`src/rtl/conv_enc_ctrl.sv`:
```
// conv_enc_ctrl: sequencer for the bit-serial tail-biting convolutional encoder.
//
// Pops one block descriptor {size_flag, tail[5:0]}, pulses enc_init so the
// encoder preloads its memory with the tail bits, then streams the block's
// data bytes LSB first, one bit per enc_step, until SMALL_SIZE or LARGE_SIZE
// bits have been stepped. Back-pressure from the output side (out_afull)
// and an empty byte FIFO both stall stepping without losing state.
//
// Optional feature (compile-time macro CONV_ENC_CTRL_TAIL_CHECK_EN):
//   adds output tail_err, which pulses with blk_done when the last six
//   stepped bits differ from the latched tail.
//
// Handshake: both FIFOs are show-ahead. *_empty=0 means *_data is valid now;
// raising *_rdreq in the same cycle consumes that word at the next rising
// clk edge. rdreq is never raised while the matching empty is high, and both
// rdreqs are held low while reset is asserted.
//
// state_dbg exposes the FSM state (0 IDLE, 1 INIT, 2 RUN, 3 DONE).

module conv_enc_ctrl #(
  parameter int SMALL_SIZE = 1056,
  parameter int LARGE_SIZE = 6144,
  parameter int CNT_W      = 13
) (
  input  logic             clk,
  input  logic             reset,
  input  logic             desc_empty,
  input  logic [6:0]       desc_data,
  output logic             desc_rdreq,
  input  logic             blk_empty,
  input  logic [7:0]       blk_data,
  output logic             blk_rdreq,
  input  logic             out_afull,
  output logic             enc_init,
  output logic [5:0]       enc_tail,
  output logic             enc_step,
  output logic             enc_bit,
  output logic             enc_last,
  output logic             blk_done,
  output logic             busy,
  output logic [CNT_W-1:0] bit_cnt,
`ifdef CONV_ENC_CTRL_TAIL_CHECK_EN
  output logic             tail_err,
`endif
  output logic [1:0]       state_dbg
);

  typedef enum logic [1:0] {
    ST_IDLE = 2'd0,
    ST_INIT = 2'd1,
    ST_RUN  = 2'd2,
    ST_DONE = 2'd3
  } state_t;

  // Index of the final bit of each block size; compared against the number
  // of bits already stepped so enc_last rises on the final step itself.
  localparam logic [CNT_W-1:0] SMALL_LAST = CNT_W'(SMALL_SIZE - 1);
  localparam logic [CNT_W-1:0] LARGE_LAST = CNT_W'(LARGE_SIZE - 1);

  state_t           state_q;
  state_t           state_d;
  logic [2:0]       bit_idx_q;
  logic [CNT_W-1:0] bit_cnt_q;
  logic             size_flag_q;
  logic [5:0]       tail_q;
  logic [CNT_W-1:0] last_idx;

  assign last_idx = size_flag_q ? LARGE_LAST : SMALL_LAST;

  // Next-state and control outputs; everything is gated by reset so no FIFO
  // is popped and no encoder control fires while reset is held.
  always_comb begin
    state_d    = state_q;
    desc_rdreq = 1'b0;
    blk_rdreq  = 1'b0;
    enc_init   = 1'b0;
    enc_step   = 1'b0;
    enc_bit    = 1'b0;
    enc_last   = 1'b0;
    blk_done   = 1'b0;
    if (reset) begin
      case (state_q)
        ST_IDLE: begin
          desc_rdreq = !desc_empty;
          if (!desc_empty) begin
            state_d = ST_INIT;
          end
        end
        ST_INIT: begin
          enc_init = 1'b1;
          state_d  = ST_RUN;
        end
        ST_RUN: begin
          // enc_bit follows the FIFO head; only meaningful when stepping.
          enc_bit   = blk_data[bit_idx_q];
          enc_step  = !blk_empty && !out_afull;
          // Pop the byte together with its 8th (MSB) bit.
          blk_rdreq = enc_step && (bit_idx_q == 3'd7);
          enc_last  = enc_step && (bit_cnt_q == last_idx);
          if (enc_last) begin
            state_d = ST_DONE;
          end
        end
        ST_DONE: begin
          blk_done = 1'b1;
          state_d  = ST_IDLE;
        end
        default: begin
          state_d = ST_IDLE;
        end
      endcase
    end
  end

  // FSM state register.
  always_ff @(posedge clk) begin
    if (!reset) begin
      state_q <= ST_IDLE;
    end else begin
      state_q <= state_d;
    end
  end

  // Descriptor latch plus bit position/count tracking. Stalls hold both
  // counters; bit_idx wraps 7->0 naturally in three bits.
  always_ff @(posedge clk) begin
    if (!reset) begin
      size_flag_q <= 1'b0;
      tail_q      <= 6'd0;
      bit_idx_q   <= 3'd0;
      bit_cnt_q   <= '0;
    end else begin
      if (desc_rdreq) begin
        size_flag_q <= desc_data[6];
        tail_q      <= desc_data[5:0];
      end
      if (enc_init) begin
        bit_idx_q <= 3'd0;
        bit_cnt_q <= '0;
      end else if (enc_step) begin
        bit_idx_q <= bit_idx_q + 3'd1;
        bit_cnt_q <= bit_cnt_q + CNT_W'(1);
      end
    end
  end

`ifdef CONV_ENC_CTRL_TAIL_CHECK_EN
  logic [5:0] tail_sr_q;

  // Remember the last six stepped bits: newest enters bit 5, so after the
  // final step bit 5 holds block bit K-1 and bit 0 holds bit K-6, matching
  // the layout of the descriptor's tail field.
  always_ff @(posedge clk) begin
    if (!reset) begin
      tail_sr_q <= 6'd0;
    end else if (enc_init) begin
      tail_sr_q <= 6'd0;
    end else if (enc_step) begin
      tail_sr_q <= {enc_bit, tail_sr_q[5:1]};
    end
  end

  // A mismatch means the descriptor's tail does not describe this block, so
  // the tail-biting start state was wrong.
  always_comb begin
    tail_err = blk_done && (tail_sr_q != tail_q);
  end
`endif

  // Registered status straight out; busy is gated so it reads 0 in reset.
  always_comb begin
    enc_tail  = tail_q;
    bit_cnt   = bit_cnt_q;
    busy      = reset && (state_q != ST_IDLE);
    state_dbg = state_q;
  end

endmodule

```
`config.mk`:
```
export PLATFORM = sky130hd
export DESIGN_NAME = conv_enc_ctrl
export DESIGN_NICKNAME = d
export VERILOG_FILES = /design/src/rtl/conv_enc_ctrl.sv
export SDC_FILE = /design/constraint.sdc
export NUM_CORES = 1
export LEC_CHECK = 0
export ABC_CLOCK_PERIOD_IN_PS = 1910
export BUFFER_PORTS_ARGS = -buffer_cell sky130_fd_sc_hd__buf_2
export CORE_ASPECT_RATIO = 1.2
export CORE_UTILIZATION = 43
export CTS_CLUSTER_SIZE = 10
export DETAILED_ROUTE_END_ITERATION = 7
export GPL_TIMING_DRIVEN = 0
export HOLD_SLACK_MARGIN = 0.1
export PLACE_DENSITY = 0.71
export RECOVER_POWER = 100
export SKIP_CTS_REPAIR_TIMING = 1
export SYNTH_ARGS = -nofsm -noshare
export SYNTH_HDL_FRONTEND = slang
export SYNTH_SLANG_ARGS = --single-unit
```
`constraint.sdc`:
```
create_clock -name clk -period 1.91 [get_ports clk]
set_input_delay 0.0955 -clock clk [delete_from_list [all_inputs] [get_ports clk]]
set_output_delay 0.0955 -clock clk [all_outputs]
set_load 0.01 [all_outputs]
```
==> results.ini <==
[run_status]
status = complete, no violations

[route]
drc = 0
drt_iter0_markers = 34
dr.pass1.iters = 4
viasPerCell = 5.21
routed_wl_um = 3070
wl_per_cell_um = 13.2
antenna_left = 0
vias = 1208

[logic_synthesis]
netlist_area_um2 = 1290
synthArstFlopShare_pct = 0
netlist_instances = 139
synth_warnings = 0
synth_cell_types = 32
synth_top_area_share_pct = 38.8
synth_area_leader_cell = dfxtp_1
yosysSeqAreaShare_pct = 38.8
synth_edf_count = 0
synth_seq_cells = 25
synth_area_per_cell_um2 = 9.28
synth_top_cells_by_area = dfxtp_1, mux2i_1, ha_1, xnor2_1, nor2_1
syn_nets = 166
synth_flop_cell = dfxtp_1

[placement]
portBuffers = 48
hpwl_um = 2280
postPlaceCellArea_um2 = 1570
place_congestion = 0.759

[pwr]
peakVddDrop_v = 0.000448
powerDensity_nw_per_um2 = 774
p_comb_share_pct = 35.3
swShare_pct = 34.8
power.share.clock_pct = 18.6
leakage_nw = 0.750
pwr-share-seq_pct = 46.1
p_int_mw = 0.871
p_sw_mw = 0.464
p_total_mw = 1.33

[finish]
fillCellCount = 233
synthToLayoutAreaGrowth_pct = 33.8
fin_area_um2 = 1730
drive_gt1_share_pct = 32.8
final_nets = 226
num_antenna_cells = 0

[flow_run]
maxCapViolations = 0

[floorplan]
ios = 49
die-area_um2 = 3220
die_y_um = 62
die_w_um = 52
core_area_um2 = 2810
initial_core_util_pct = 45.9
fp-row-count = 21

[min_path]
timing.hold.worst_endpoint = state_dbg[1]
min_from = desc_empty
whs_path_depth = 3
hold_class = primary input to flip-flop

[critical_path]
worst_setup_path_start_kind = flip-flop
ff2ff_path_depth = 6
end_kind = primary output
crit_required_ps = 1810
worstPathMaxFanout = 5
arrival_ps = 1770
r2r_start = state_dbg[0]
r2r-end = bit_cnt[11]
setup.worst_path.class = flip-flop to primary output
crit_start = bit_cnt[6]
rrSetupSlack_ps = 110

[sta]
relSlewSlack_pct = 69.2
tns_ps = 0
clock.fmax_ghz = 0.537
hold_viol = 0
slew_viol_final = 0
fin_crit_ps = 1860
fin_crit_sh_pct = 97.6
rsz0062_at_grt = true
worst_pin_slew_ps = 461
setup_viol = 0
skew_ps = 6.17

[clocking]
ctsHtreeMaxLevel = 1
cts_buffer_depth = 2
cts.sinks = 25
cts_buffers = 3
insertion_delay_ps = 330
path_clk_slew_ps = 140
cts_tree = built
clockRootBuffer = clkbuf_4

[global_route]
grt_use_total_pct = 19.1
grt-ovfl-total = 0
antenna_found_initial = 0
grt_max_degree = 16
grt_pass1_wl_um = 4530
grt_pass1_vias = 1101

## stage by stage
step	worst slack [ps]	std cells	util [%]	hold slack (ps)
global route	-42.8	232	61.4	165
global placement	121	221	55.9	358
CTS	-153	225	57.0	23.9
finish	46.8	232	61.4	170
detailed placement	17.2	221	55.9	368
floorplan	214	139	-	224
## layout make-up
cell class / count / area, um2 / area share [%]
multi-input combinational: 102 / 776 / 45.0
sequential: 25 / 512 / 29.7
timing repair buffer: 56 / 313 / 18.1
tap: 34 / 42.5 / 2.47
buffer: 5 / 27.5 / 1.60
inverter: 6 / 25.0 / 1.45
clock buffer: 3 / 22.5 / 1.31
clock inverter: 1 / 7.51 / 0.435
## power by group through the flow
stage | registers [mW] | clock network [mW] | logic, mW
finish | 0.615 | 0.248 | 0.471
global route | 0.623 | 0.274 | 0.525
CTS | 0.610 | 0.256 | 0.447
detailed placement | 0.622 | 0 | 0.446
global placement | 0.616 | 0 | 0.432
floorplan | 0.638 | 0 | 0.284
## cell usage after synthesis (2+ instances only)
cell,instances
dfxtp_1,25
nor2_1,15
nand2_1,13
mux2i_1,9
nor2b_1,9
xnor2_1,8
ha_1,7
inv_1,5
nand4_1,5
nor4_1,5
a21oi_1,4
and2_1,4
clkbuf_1,4
nor3_1,4
xor2_1,3
mux4_2,2
nand3_1,2
## kinds of logic (layout without fill, tap and decap cells)
family | Yosys count | after routing | share of synthesized area [%]
adders and majority gates | 7 | 7 | 6.79
buffers and inverters | 12 | 71 | 3.59
xor gates and xnor gates | 11 | 11 | 7.47
AOI/OAI and AO/OA | 10 | 10 | 5.33
DFF | 25 | 25 | 38.8
muxes | 12 | 12 | 11.3
and+or+nand+nor | 62 | 62 | 26.7
## critical path, stage by stage, from the launching register on
cell and delay [ps]:
dfxtp_2 380, nor4_1 260, o2bb2a_1 270, nor4_1 330, buf_2 190
## metal layers
metal / vias up / share of wire [%] / track usage, %
met5: - / 0 / 0
li1: 598 / - / -
met2: 45 / 52 / 38.5
met3: 5 / 6.1 / 3.41
met1: 560 / 40 / 19.5
met4: 0 / 1.4 / 6.95
## cell usage in the layout (no fill, tap or decap), types with 8 or more instances in the layout
cell,Yosys,routed
buf_2,1,43
mux2i_1,9,9
nor2_1,15,15
dfxtp_1,25,18
dlygate4sd3_1,0,8
clkbuf_1,4,8
nor2b_1,9,9
nand2_1,13,13
xnor2_1,8,8
## worst max path at each step
stage | end | slack, ps | cells after the start
2_1_floorplan | bit_cnt[11] | 210 | 6
3_3_place_gp | bit_cnt[11] | 120 | 6
3_5_place_dp | bit_cnt[11] | 20 | 6
4_1_cts | enc_last | -150 | 5
5_1_grt | blk_rdreq | -40 | 7
6_report | enc_last | 50 | 4
## state kept, by name, indices dropped and copies added, names as in the netlist
register,count
enc_tail,6
bit_idx_q,3
bit_cnt,13
size_flag_q,1
state_dbg,2
Note: power is estimated with default switching activity, not from simulation.
